**src/rtl/control_unit_pkg.sv**
```systemverilog
// Shared cpu definitions: instruction field positions, opcode classes
// and the controller state enumeration.
package control_unit_pkg;

    localparam int OP_MSB  = 31;
    localparam int OP_LSB  = 26;
    localparam int RA_MSB  = 25;
    localparam int RA_LSB  = 21;
    localparam int RB_MSB  = 20;
    localparam int RB_LSB  = 16;
    localparam int LIT_MSB = 15;
    localparam int LIT_LSB = 0;

    localparam logic [5:0] OP_ADD    = 6'b000000;
    localparam logic [5:0] OP_BRANCH = 6'b100000;
    localparam logic [5:0] OP_HALT   = 6'b101111;

    typedef enum logic [3:0] {
        FETCH_ADDR = 4'd0,
        FETCH_WAIT = 4'd1,
        DECODE     = 4'd2,
        EXECUTE    = 4'd3,
        WRITEBACK  = 4'd4,
        MEM_DATA   = 4'd5,
        MEM_ADDR   = 4'd6,
        MEM_WAIT   = 4'd7,
        BRANCH     = 4'd8,
        HALT       = 4'd9,
        ERROR      = 4'd10
    } state_e;

    typedef enum logic [2:0] {
        CLS_ALU     = 3'd0,
        CLS_LOAD    = 3'd1,
        CLS_STORE   = 3'd2,
        CLS_BRANCH  = 3'd3,
        CLS_HALT    = 3'd4,
        CLS_ILLEGAL = 3'd5
    } op_class_e;

    function automatic op_class_e op_class(input logic [5:0] op);
        op_class_e c;
        c = CLS_ILLEGAL;
        unique casez (op)
            6'b00????: c = CLS_ALU;
            6'b11????: c = CLS_ALU;
            6'b010???: c = CLS_LOAD;
            6'b011???: c = CLS_STORE;
            OP_BRANCH: c = CLS_BRANCH;
            OP_HALT:   c = CLS_HALT;
            default:   c = CLS_ILLEGAL;
        endcase
        return c;
    endfunction

endpackage

```
**src/rtl/wait_timer.sv**
```systemverilog
// Memory-wait cycle counter; expired fires on the cycle that would
// complete the tc-th consecutive wait cycle without a completion.
module wait_timer #(
    parameter int CW = 5
) (
    input  logic          clk,
    input  logic          reset,
    input  logic          clear,
    input  logic          enable,
    input  logic [CW-1:0] tc,
    output logic          expired
);

    logic [CW-1:0] count;

    always_ff @(posedge clk) begin
        if (reset || clear) begin
            count <= '0;
        end else if (enable) begin
            count <= count + 1'b1;
        end
    end

    assign expired = enable && (count == tc - 1'b1);

endmodule

```
**src/rtl/control_unit.sv**
```systemverilog
// Multi-cycle CPU controller: fetch/decode/execute sequencing, memory
// handshakes with timeout, and strobe decode for the datapath.
module control_unit
    import control_unit_pkg::*;
#(
    parameter int WIDTH   = 32,
    parameter int AWIDTH  = 8,
    parameter int TIMEOUT = 16
) (
    input  logic             clk,
    input  logic             reset,
    input  logic [WIDTH-1:0] data,
    input  logic             Valid,
    output logic [5:0]       opcode,
    output logic [4:0]       oppA,
    output logic [4:0]       oppB,
    output logic [WIDTH-1:0] literal,
    output logic             regEn,
    output logic             increment,
    output logic             wrData,
    output logic             wrAdd,
    output logic             fetch,
    output logic             Branch_En,
    output logic             store_en,
    output logic             DataBus_En,
    output logic             AddCon,
    output logic             DataCon,
    output logic             mem_req,
    output logic             mem_we,
    output logic             halted,
    output logic             error
);

    localparam int CW = $clog2(TIMEOUT + 1);
    localparam logic [CW-1:0] TC = CW'(TIMEOUT);

    if (WIDTH < 32) begin : g_width_check
        $error("control_unit: WIDTH must hold a 32-bit instruction");
    end
    if (AWIDTH > WIDTH) begin : g_awidth_check
        $error("control_unit: address is loaded from the data path");
    end
    if (TIMEOUT < 1) begin : g_timeout_check
        $error("control_unit: TIMEOUT must be at least 1");
    end

    state_e           state;
    logic             quiet;
    logic [WIDTH-1:0] ir;
    op_class_e        cls;
    logic             is_store;
    logic             in_wait;
    logic             t_clear;
    logic             t_en;
    logic             expired;

    assign cls      = op_class(ir[OP_MSB:OP_LSB]);
    assign is_store = (cls == CLS_STORE);
    assign in_wait  = (state == FETCH_WAIT) || (state == MEM_WAIT);
    assign t_clear  = (state == FETCH_ADDR) || (state == MEM_ADDR);
    assign t_en     = in_wait && !Valid;

    wait_timer #(
        .CW(CW)
    ) u_wait_timer (
        .clk    (clk),
        .reset  (reset),
        .clear  (t_clear),
        .enable (t_en),
        .tc     (TC),
        .expired(expired)
    );

    // quiet marks the cycle after a reset edge: strobes stay low and
    // FETCH_ADDR is held so its own strobes still get a full cycle.
    always_ff @(posedge clk) begin
        quiet <= reset;
        if (reset) begin
            state <= FETCH_ADDR;
            ir    <= '0;
        end else begin
            unique case (state)
                FETCH_ADDR: begin
                    if (!quiet) state <= FETCH_WAIT;
                end
                FETCH_WAIT: begin
                    if (Valid) begin
                        ir    <= data;
                        state <= DECODE;
                    end else if (expired) begin
                        state <= ERROR;
                    end
                end
                DECODE: begin
                    unique case (cls)
                        CLS_ALU:    state <= EXECUTE;
                        CLS_LOAD:   state <= MEM_ADDR;
                        CLS_STORE:  state <= MEM_DATA;
                        CLS_BRANCH: state <= BRANCH;
                        CLS_HALT:   state <= HALT;
                        default:    state <= ERROR;
                    endcase
                end
                EXECUTE:   state <= WRITEBACK;
                WRITEBACK: state <= FETCH_ADDR;
                MEM_DATA:  state <= MEM_ADDR;
                MEM_ADDR:  state <= MEM_WAIT;
                MEM_WAIT: begin
                    if (Valid) begin
                        state <= FETCH_ADDR;
                    end else if (expired) begin
                        state <= ERROR;
                    end
                end
                BRANCH:    state <= FETCH_ADDR;
                HALT:      state <= HALT;
                ERROR:     state <= ERROR;
                default:   state <= ERROR;
            endcase
        end
    end

    always_comb begin
        opcode     = ir[OP_MSB:OP_LSB];
        oppA       = ir[RA_MSB:RA_LSB];
        oppB       = ir[RB_MSB:RB_LSB];
        literal    = {{(WIDTH-16){ir[LIT_MSB]}}, ir[LIT_MSB:LIT_LSB]};
        regEn      = 1'b0;
        increment  = 1'b0;
        wrData     = 1'b0;
        wrAdd      = 1'b0;
        fetch      = 1'b0;
        Branch_En  = 1'b0;
        store_en   = 1'b0;
        DataBus_En = 1'b0;
        AddCon     = 1'b0;
        DataCon    = 1'b0;
        mem_req    = 1'b0;
        mem_we     = 1'b0;
        halted     = 1'b0;
        error      = 1'b0;
        if (!quiet) begin
            unique case (state)
                FETCH_ADDR: begin
                    fetch = 1'b1;
                    wrAdd = 1'b1;
                end
                FETCH_WAIT: begin
                    mem_req   = 1'b1;
                    AddCon    = 1'b1;
                    increment = Valid;
                end
                EXECUTE: wrData = 1'b1;
                WRITEBACK: begin
                    DataBus_En = 1'b1;
                    DataCon    = 1'b1;
                    regEn      = 1'b1;
                end
                // Store data goes through the ALU as reg + 0.
                MEM_DATA: begin
                    opcode  = OP_ADD;
                    oppA    = ir[RB_MSB:RB_LSB];
                    literal = '0;
                    wrData  = 1'b1;
                end
                MEM_ADDR: begin
                    opcode = OP_ADD;
                    wrAdd  = 1'b1;
                end
                MEM_WAIT: begin
                    mem_req = 1'b1;
                    AddCon  = 1'b1;
                    if (is_store) begin
                        DataBus_En = 1'b1;
                        mem_we     = 1'b1;
                    end else begin
                        oppA     = ir[RB_MSB:RB_LSB];
                        regEn    = Valid;
                        store_en = Valid;
                    end
                end
                BRANCH: begin
                    opcode    = OP_ADD;
                    Branch_En = 1'b1;
                end
                HALT:    halted = 1'b1;
                ERROR:   error  = 1'b1;
                default: ;
            endcase
        end
    end

endmodule
```
**config.mk**
```make
export PLATFORM = sky130hd
export DESIGN_NAME = control_unit
export DESIGN_NICKNAME = d
export VERILOG_FILES = /design/src/rtl/control_unit_pkg.sv /design/src/rtl/wait_timer.sv /design/src/rtl/control_unit.sv
export SDC_FILE = /design/constraint.sdc
export NUM_CORES = 1
export LEC_CHECK = 0
export CAP_MARGIN = 20
export CORE_ASPECT_RATIO = 0.6
export CORE_MARGIN = 2
export CORE_UTILIZATION = 25
export CTS_BUF_LIST = sky130_fd_sc_hd__clkbuf_2 sky130_fd_sc_hd__clkbuf_4 sky130_fd_sc_hd__clkbuf_8
export DETAILED_ROUTE_END_ITERATION = 16
export DONT_BUFFER_PORTS = 1
export SLEW_MARGIN = 10
export SYNTH_ARGS = -nofsm -noshare
export SYNTH_HDL_FRONTEND = slang
export SYNTH_SLANG_ARGS = --single-unit
```
**constraint.sdc**
```tcl
create_clock -name clk -period 4.25 [get_ports clk]
set_clock_uncertainty 0.2 [all_clocks]
set_input_delay 0.85 -clock clk [delete_from_list [all_inputs] [get_ports clk]]
set_output_delay 0.85 -clock clk [all_outputs]
set_load 0.01 [all_outputs]
```
# After elaboration in Yosys (flattened, before gate mapping)
# Index checks and enable logic that the tools add are counted.
# Widths: inputs -> output; s select.
classes:
  n_eq_ne: 21
  addsub: 1
  mux: 42
  reduce_logical: 16
ops:
  columns: ["op", "n"]
  rows:
  - ["$mux 32", 2]
  - ["$pmux 4 s9", 1]
  - ["$mux 1", 26]
  - ["$pmux 4 s5", 1]
  - ["$eq 4x3->1 const B", 4]
  - ["$mux 4", 4]
  - ["$pmux 3 s5", 1]
  - ["$eq 3x2->1 const B", 4]
  - ["$eq 4x4->1 const B", 3]
  - ["$eq 6x6->1 const B", 2]
  - ["$mux 6", 2]
  - ["$mux 5", 2]
  - ["$pmux 5 s2", 1]
  - ["$reduce_or 2->1", 5]
  - ["$eq 4x2->1 const B", 2]
  - ["$add 5x1->5 const B", 1]
  - ["$eq 5x4->1 const B", 1]
  - ["$eq 4x1->1 const B", 1]
  - ["$logic_not 4->1", 1]
  - ["$pmux 1 s2", 2]
  - ["$eq 3x1->1 const B", 1]
  - ["$eq 3x3->1 const B", 1]
  - ["$logic_not 3->1", 1]
  - ["$logic_or 1x1->1", 3]
  - ["7 further kinds", 8]
word_totals:
  reg_bits: 42
  out_inout_bits: 62
  inputBits: 35
  wordCells: 84

# Longest topological paths before layout
# Gate-level depths: netlist (run 1).
depth:
  depth_word: 7
  mapped_depth: 7

# By module
# A second synthesis (run 1) with hierarchy kept.
hier_totals:
  cells_unflattened: 315
  area_unflattened_um2: 2424.8
modules_own_cells:
  columns: ["module", "cells_per_inst", "n_inst", "area_per_inst_um2", "seq_area_each_um2"]
  rows:
  - ["control_unit", 278, 1, 2079.5, 740.7]
  - ["wait_timer", 37, 1, 345.3, 100.1]

# Least setup slack after synthesis (run 1)
# OpenSTA, ideal clock, no wires.
synth_path:
  path_kind: "register to output"
  startpoint: "register state[3]"
  endpoint: "output port literal[16]"
  stages_incl_launch_ff: 7
  t_required_ns: 3.200
  path_slack_ns: 1.460
  arrival_ns: 1.740
  cell_sequence: "dfxtp_1 -> buf_2 -> nor2b_1 -> nand3b_1 -> nor2_1 -> nor2b_1 -> buf_4"
synth_between:
  elab_chain_cells: 3
synth_rtl:
  columns: ["element", "line", "text"]
  rows:
  - ["from (decl)", "control_unit.sv:47", "state_e state;"]
  - ["from (signal assigned)", "control_unit.sv:79", "state <= FETCH_ADDR;"]
  - ["from (signal assigned)", "control_unit.sv:84", "if (!quiet) state <= FETCH_WAIT;"]
  - ["from (signal assigned)", "control_unit.sv:89", "state <= DECODE;"]
  - ["$eq 4x3->1", "control_unit.sv:143", "unique case (state)"]
  - ["$mux 32", "control_unit.sv:143", null]
  - ["$mux 32", "control_unit.sv:142", "if (!quiet) begin"]
  - ["to (decl)", "control_unit.sv:17", "output logic [WIDTH-1:0] literal,"]
# Every way passes these cells.

# Worst setup path in the final report (run 1)
# Ends and elaborated chain as after synthesis.

==> results of run 1 <==
## worst paths after layout
check | endpoint | slack (ns) | depth (start not counted)
worst min-delay path | ir[22] | 0.25 | 2
worst max register to register | state[2] | 2.08 | 7
worst max-delay path | literal[16] | 0.90 | 6
worst min register to register | ir[22] | 0.25 | 2
## state kept, by name, indices dropped and copies added, names as in the netlist
register	flops
ir	32
quiet	1
u_wait_timer.count	5
state	4
## routing by layer
metal | vias up | track usage | wire length [um]
li1 | 945 | - | -
met4 | 0 | 0.02473 | 50
met3 | 7 | 0.05323 | 618
met1 | 895 | 0.1729 | 3079
met2 | 82 | 0.1621 | 2449
met5 | - | 0 | 0
## layout by cell type, fill, tap and decap left out, types with 2 or more instances in the layout
cell type	instances
nor2_1	16
nand3b_1	2
nor2b_1	25
nand3_1	4
ha_1	3
dfxtp_1	42
clkinvlp_4	2
buf_4	3
o21ai_0	2
clkbuf_8	5
a211oi_1	3
nor3b_1	3
a21oi_1	35
inv_1	5
mux2_1	4
nand2b_1	4
o31ai_1	2
and3_1	2
nand2_1	69
o21a_1	2
and3b_1	2
xnor2_1	3
and2_1	3
nor3_1	2
nor4_1	6
## report_power, final
group	switching [W]	total, W	internal, W
sequential	0.0000236	0.000436	0.000413
combinational	0.0000761	0.000116	0.0000403
clock	0.000155	0.000330	0.000175
total	0.000255	0.000883	0.000628
## critical path: stages (launching register included)
cell,delay [ns]
dfxtp_1,0.75
nor2b_1,0.14
nand3b_1,0.26
nor2_1,0.07
buf_4,0.22
nor2b_4,0.11
buf_4,0.43
## final cells by class
class / count / area, um^2 / area share
Multi-Input combinational cell: 218 / 1245 / 0.5139
Sequential cell: 42 / 840.8 / 0.3471
Tap cell: 130 / 162.7 / 0.06715
Clock buffer: 5 / 68.82 / 0.02841
Clock inverter: 3 / 45.04 / 0.01860
Timing Repair Buffer: 4 / 37.54 / 0.01550
Inverter: 6 / 22.52 / 0.009298
## through the flow
stage / power, W / util / std cells / instance area, um^2 / worst slack, ns
after global placement: 0.0005569 / 0.2496 / 399 / 2293 / 1.352
after floorplan: 0.0005562 / - / 307 / 2361 / 1.460
after detailed placement: 0.0005599 / 0.2496 / 399 / 2293 / 1.299
after CTS: 0.0008933 / 0.2620 / 407 / 2407 / 0.9321
final: 0.0008832 / 0.2636 / 408 / 2422 / 0.9025
after global routing: 0.0009318 / 0.2636 / 408 / 2422 / 0.7430
## cell families (layout without fill, tap and decap cells)
logic type               Yosys count  after routing
AND/OR/NAND/NOR                  149            149
AO/OA/AOI/OAI                     56             56
buffers and inverters             47             18
flip-flops                        42             42
XOR/XNOR                           5              5
multiplexers                       5              5
adder cells (fa/ha/maj)            3              3
==> out/results.ini, run 1 <==
[synthesis]
yosysWarnings=0
synth.top_cell.area_share=0.3561
synth-simple-area-share=0.3190
synth_compound_area_frac=0.1441
ys.flop_type=dfxtp_1
synth_top_family_by_area=simple AND/OR/NAND/NOR gates
synth_most_common_cell=nand2_1
synth_seq_cells=42
syn-num-nets=345
ys_top_cells_by_area=dfxtp_1 36%, nand2_1 11%, buf_4 7.6%, a21oi_1 7.4%, nor2b_1 6.9%
syn_avg_cell_area_um2=7.691
yosysSeqAreaShare=0.3561
async_flop_share=0
yosysUniqueCellTypes=53
synth_top_area_cell=dfxtp_1
synth_xor_area_frac=0.02173
muxShareOfSynthArea=0.02332
syn_area_um2=2361
synth_enable_flop_cells=0
synthAdderAreaFrac=0.01590
synthCells=307
yosys-top-cells-count=69 x nand2_1, 42 x dfxtp_1, 35 x a21oi_1, 26 x nor2b_1, 24 x buf_4

[floorplanning]
die_w_um=129.5
ios=97
die_h_um=79.28
core_area_um2=9189
rows=27
die-area_um2=10260
start_util=0.2569

[global_routing]
antenna_found_initial=0
grt_overflow=0
first_global_vias=1688
grt_start_max_net_pins=37
grt_pass1_wl_um=9259
grt_util_all_layers=0.1199

[routing]
dr.pass1.iters=4
ant_nets=0
wl_per_cell_um=15.19
num_vias=1929
drt_iter0_markers=107
drc=0
drt-total-wl_um=6198
vias_per_cell=4.728

[min_path]
hold_path.class=flip-flop to flip-flop
worstHoldStart=ir[22]

[sta]
fmax_mhz=298.7
finalSetupViolCount=0
slew_viol_final=0
hold_viol_final=0
fin_tns_setup_ns=0
final.period_utilization=0.7876
period_needed_ns=3.347
fin_hold_ws_ns=0.2459
worst_slew_pin_slew_ns=0.6982
relSlewSlack=0.5309
rsz0062_at_grt=false

[status]
status=finished, final reports clean

[clock_network]
numCtsBuffers=5
cts.repair.resized=0
postCtsHoldBufs=0
postCtsSetupBuffers=0
h-tree-depth=2
clock_latency_ns=0.31
cts_tree=yes
clk_pin_slew_ns=0.10
cts_buffer_depth=2
clk_root_buffer_cell=clkbuf_8
clock_sink_count=42

[pwr]
power.density_nw_per_um2=364.6
vdd_drop_max_mv=0.1961
power.leakage_nw=0.8507

[worst_setup_path]
r2r-start=u_wait_timer.count[0]
critPathLaunch=state[3]
cp.arrival_ns=2.30
setup.worst_path.end_class=primary output
cp-start-kind=flip-flop
crit_type=flip-flop to primary output
cp_data_required_time_ns=3.20
path_max_fanout=18

[cells_and_area]
diodes=0
num-fill-cells=1036
final_nets=315
syn_to_final_growth_pct=2.597
drive_gt1_frac=0.07194

[place]
place.gp.congestion=0.8640
hpwlAfterDp_um=4546
numPortBuffers=0

[run]
drv_cap=0

Power figures use the tool's default switching activity.
==> run 2: changes to the inputs <==
Clock period 4.25 ns to 3.14 ns, I/O delays scaled along.
==> run 2 against run 1 <==
Against the previous run: clock power increased by 30%; combinational power grew 44%; critical path depth stayed put; wire length fell by 1.4%; worst setup slack got worse by 0.71 ns.
==> out/results.ini, run 2 (synthesized netlist as in run 1, its figures left out) <==
[worst_setup_path]
r2r-start=state[0]
path_max_fanout=7
crit_family=compound AO/OA/AOI/OAI gates
rr_worst_depth=5
reg2reg_slack_ns=0.81
r2r_end=ir[14]
cp_data_required_time_ns=2.31
cp.arrival_ns=2.12
setup.worst_path.end_class=primary output
cpPeakStageDelay_ns=0.39
cpMaxStageDelayCell=dfxtp_1
cp-start-kind=flip-flop
crit_chain=inv_1 -> ha_1 -> and4_1 -> a21boi_2 -> a21oi_2 -> mux2_1
worst-path-buf-inv=1
crit_type=flip-flop to primary output
path_depth=6

[floorplanning]
rows=27
ios=97
core_area_um2=9189
die_h_um=79.28
start_util=0.2569
die-area_um2=10260
die_w_um=129.5

[routing]
dr.pass1.iters=4
drt-total-wl_um=6111
vias_per_cell=4.736
drt_iter0_markers=121
drc=0
wl_per_cell_um=14.80
ant_nets=0
num_vias=1956

[min_path]
hold_end=quiet
worstHoldStart=reset
hold_path.class=input pin to flip-flop
hold_path_depth=0

[sta]
fmax_mhz=339.2
relSlewSlack=0.5312
slew_viol_final=0
final.period_utilization=0.9388
fin_tns_setup_ns=0
period_needed_ns=2.948
hold_viol_final=0
finalSetupViolCount=0
worst_slew_pin_slew_ns=0.6973
rsz0062_at_grt=false

[cells_and_area]
final_nets=320
final_common_cell=nand2_1
max_flop_register=ir
drive_gt1_frac=0.08834
num-fill-cells=1020
largest_register_ffs=32
diodes=0
design_area_um2=2460
syn_to_final_growth_pct=4.187
layout_common_cells=69 x nand2_1, 42 x dfxtp_1, 35 x a21oi_1
reg_top3=ir: 32 flops, u_wait_timer.count: 5 flops, state: 4 flops

[clock_network]
clock_sink_count=42
cts_buffer_depth=2
cts.repair.resized=0
cts_tree=yes
clk_root_buffer_cell=clkbuf_8
postCtsSetupBuffers=0
numCtsBuffers=5
clk_pin_slew_ns=0.09
postCtsHoldBufs=0
h-tree-depth=2
clock_latency_ns=0.30

[place]
place.gp.congestion=0.8724
place_area_um2=2351
hpwlAfterDp_um=4491
numPortBuffers=0

[run]
drv_cap=0

[global_routing]
first_global_vias=1783
antenna_found_initial=0
grt_pass1_wl_um=9556
grt_overflow=0
grt_util_all_layers=0.1194
grt_start_max_net_pins=37

[pwr]
power.leakage_nw=0.8855
vdd_drop_max_mv=0.2393
power.density_nw_per_um2=480.4

[status]
status=finished, final reports clean

[run 2: layer usage]
metal  up-vias  routed length [um]  part of all wire  global-route usage
li1        958                   -                 -                   -
met4         0                  29            0.0047             0.02581
met1       915                2993              0.49              0.1724
met2        78                2482              0.41              0.1642
met5         -                   0                 0                   0
met3         5                 607             0.099             0.04852
[run 2: worst reg2reg max path, delay by kind of cell (launching register included)]
kind | cells | cell delay [ns]
and+or+nand+nor | 3 | 0.91
DFF | 1 | 0.67
buffers and inverters | 1 | 0.35
AOI/OAI and AO/OA | 1 | 0.14
[run 2: power by group]
part / switching [W] / total [W] / internal, W
Combinational: 0.000109 / 0.000167 / 0.0000586
Clock: 0.000194 / 0.000428 / 0.000234
Sequential: 0.0000272 / 0.000586 / 0.000559
[run 2: through the flow]
stage               instances  power [W]  setup WS [ns]  hold WS, ns    util
floorplan                 307  0.0007529         0.5725       0.2318       -
global placement          405  0.0007614         0.6102       0.2321  0.2559
detailed placement        405  0.0007656         0.5223       0.2355  0.2559
CTS                       413   0.001209         0.1726       0.1370  0.2677
global route              413   0.001260        0.04010       0.1320  0.2677
finish                    413   0.001182         0.1922       0.1602  0.2677
[run 2: worst max-delay path by stage]
stage                     slack (ns)     endpoint      from
final                           0.19      oppA[1]    ir[30]
after global routing            0.04      oppA[0]    ir[30]
after CTS                       0.17      oppA[1]    ir[30]
after detailed placement        0.52      oppA[1]    ir[30]
after global placement          0.61      oppA[0]  state[0]
after floorplan                 0.57  literal[16]  state[3]
[run 2: area by class of cell]
class | instances | area [um^2] | share of cell area
clock buffers | 5 | 68.82 | 0.02798
clock inverters | 3 | 40.04 | 0.01628
inverters | 6 | 22.52 | 0.009156
multi-input cells | 218 | 1245 | 0.5061
flip-flops and latches | 42 | 840.8 | 0.3418
well taps | 130 | 162.7 | 0.06612
repair buffers | 9 | 80.08 | 0.03255
==> run 3: changes to the inputs <==
Settings changed: CTS_BUF_LIST sky130_fd_sc_hd__clkbuf_2 sky130_fd_sc_hd__clkbuf_4 sky130_fd_sc_hd__clkbuf_8 to sky130_fd_sc_hd__clkbuf_16.
==> run 3 against run 2 <==
Against the previous run: cell count stayed put; die area stayed put; cell area is 2.3% higher; combinational power hardly changed; sequential power hardly changed; sequential share of layout area is 0.76 points lower; fmax is 0.84% higher; register-to-register slack better by 0.03 ns; critical path depth stayed put; first-iteration DRC count is 12% lower; clock power is 36% higher; worst setup slack better by 0.025 ns.
==> out/results.ini, run 3 (synthesized netlist as in run 1, its figures left out) <==
[global_routing]
grt_overflow=0
grt_pass1_wl_um=9577
antenna_found_initial=0
grt_start_max_net_pins=37
first_global_vias=1788
grt_util_all_layers=0.1193

[cells_and_area]
max_flop_register=ir
largest_register_ffs=32
drive_gt1_frac=0.08834
final_common_cell=nand2_1
diodes=0
reg_top3=ir: 32 flops, u_wait_timer.count: 5 flops, state: 4 flops
final_nets=320
num-fill-cells=1019
layout_common_cells=69 x nand2_1, 42 x dfxtp_1, 35 x a21oi_1
syn_to_final_growth_pct=6.571

[routing]
vias_per_cell=4.760
wl_per_cell_um=14.82
drt-total-wl_um=6121
dr.pass1.iters=4
num_vias=1966
drc=0
ant_nets=0
drt_iter0_markers=106

[worst_setup_path]
cpPeakStageDelay_ns=0.39
cpMaxStageDelayCell=mux2_1
setup.worst_path.end_class=primary output
cp.arrival_ns=2.10
path_max_fanout=7
cp_data_required_time_ns=2.31
crit_chain=inv_1 -> ha_1 -> and4_1 -> a21boi_2 -> a21oi_2 -> mux2_1
cp-start-kind=flip-flop
crit_type=flip-flop to primary output
reg2reg_slack_ns=0.84

[clock_network]
clk_root_buffer_cell=clkbuf_16
postCtsHoldBufs=0
clk_pin_slew_ns=0.06
cts_buffer_depth=2
clock_latency_ns=0.28
h-tree-depth=2
cts.repair.resized=0
numCtsBuffers=5
postCtsSetupBuffers=0
cts_tree=yes
clock_sink_count=42

[place]
hpwlAfterDp_um=4491
dp_slack_ns=0.5223
numPortBuffers=0
place.gp.congestion=0.8724

[sta]
fin_tns_setup_ns=0
fin_hold_ws_ns=0.1767
rsz0062_at_grt=false
worst_slew_pin_slew_ns=0.6897
finalSetupViolCount=0
fmax_mhz=342.1
final.period_utilization=0.9310
hold_viol_final=0
slew_viol_final=0
relSlewSlack=0.5363
setup_ws_ns=0.2168
period_needed_ns=2.923

[pwr]
power.density_nw_per_um2=532.1
vdd_drop_max_mv=0.2990
power.leakage_nw=0.9112

[floorplanning]
die_h_um=79.28
die_w_um=129.5
die-area_um2=10260
core_area_um2=9189
rows=27
start_util=0.2569
ios=97

[run]
drv_cap=0

[status]
status=finished, final reports clean

[min_path]
hold_path.class=input pin to flip-flop

-- run 3: area by class of cell --
class                      count  area [um^2]  area share
multi-input combinational    218         1245      0.4948
clock inverter                 3        40.04     0.01591
inverter                       6        22.52    0.008951
tap                          130        162.7     0.06464
sequential                    42        840.8      0.3342
timing repair buffer           9        80.08     0.03183
clock buffer                   5        125.1     0.04973
-- run 3: power breakdown --
| part | internal (W) | switching, W | leakage, nW |
|---|---|---|---|
| sequential | 0.000559 | 0.0000271 | 0.341 |
| clock | 0.000372 | 0.000212 | 0.0836 |
| combinational | 0.0000586 | 0.000110 | 0.486 |
| total | 0.000990 | 0.000349 | 0.911 |
-- run 3: worst paths after layout --
| kind | from | end | cells past startpoint |
|---|---|---|---|
| setup / recovery | ir[30] | oppA[1] | 6 |
| hold / removal | reset | quiet | 0 |
| setup reg to reg | state[0] | ir[14] | 5 |
| hold reg to reg | ir[10] | ir[10] | 2 |
-- run 3: per-layer routing --
metal / track usage / wire length (um)
met3: 0.04852 / 634
met2: 0.1626 / 2466
met5: 0 / 0
met1: 0.1732 / 3004
met4: 0.02581 / 15
-- run 3: critical path, delay by kind of cell (launching register included) --
family / cells / cell delay (ns)
and+or+nand+nor: 1 / 0.24
AOI/OAI and AO/OA: 2 / 0.49
DFF: 1 / 0.38
adders and majority gates: 1 / 0.21
buffers and inverters: 1 / 0.09
muxes: 1 / 0.39
-- run 3: through the flow --
step                        util  std cells  total power [W]  instance area, um^2
after detailed placement  0.2559        405        0.0007656                 2351
after floorplan                -        307        0.0007529                 2361
after global placement    0.2559        405        0.0007614                 2351
after global routing      0.2738        413         0.001414                 2516
final                     0.2738        413         0.001339                 2516
after CTS                 0.2738        413         0.001364                 2516
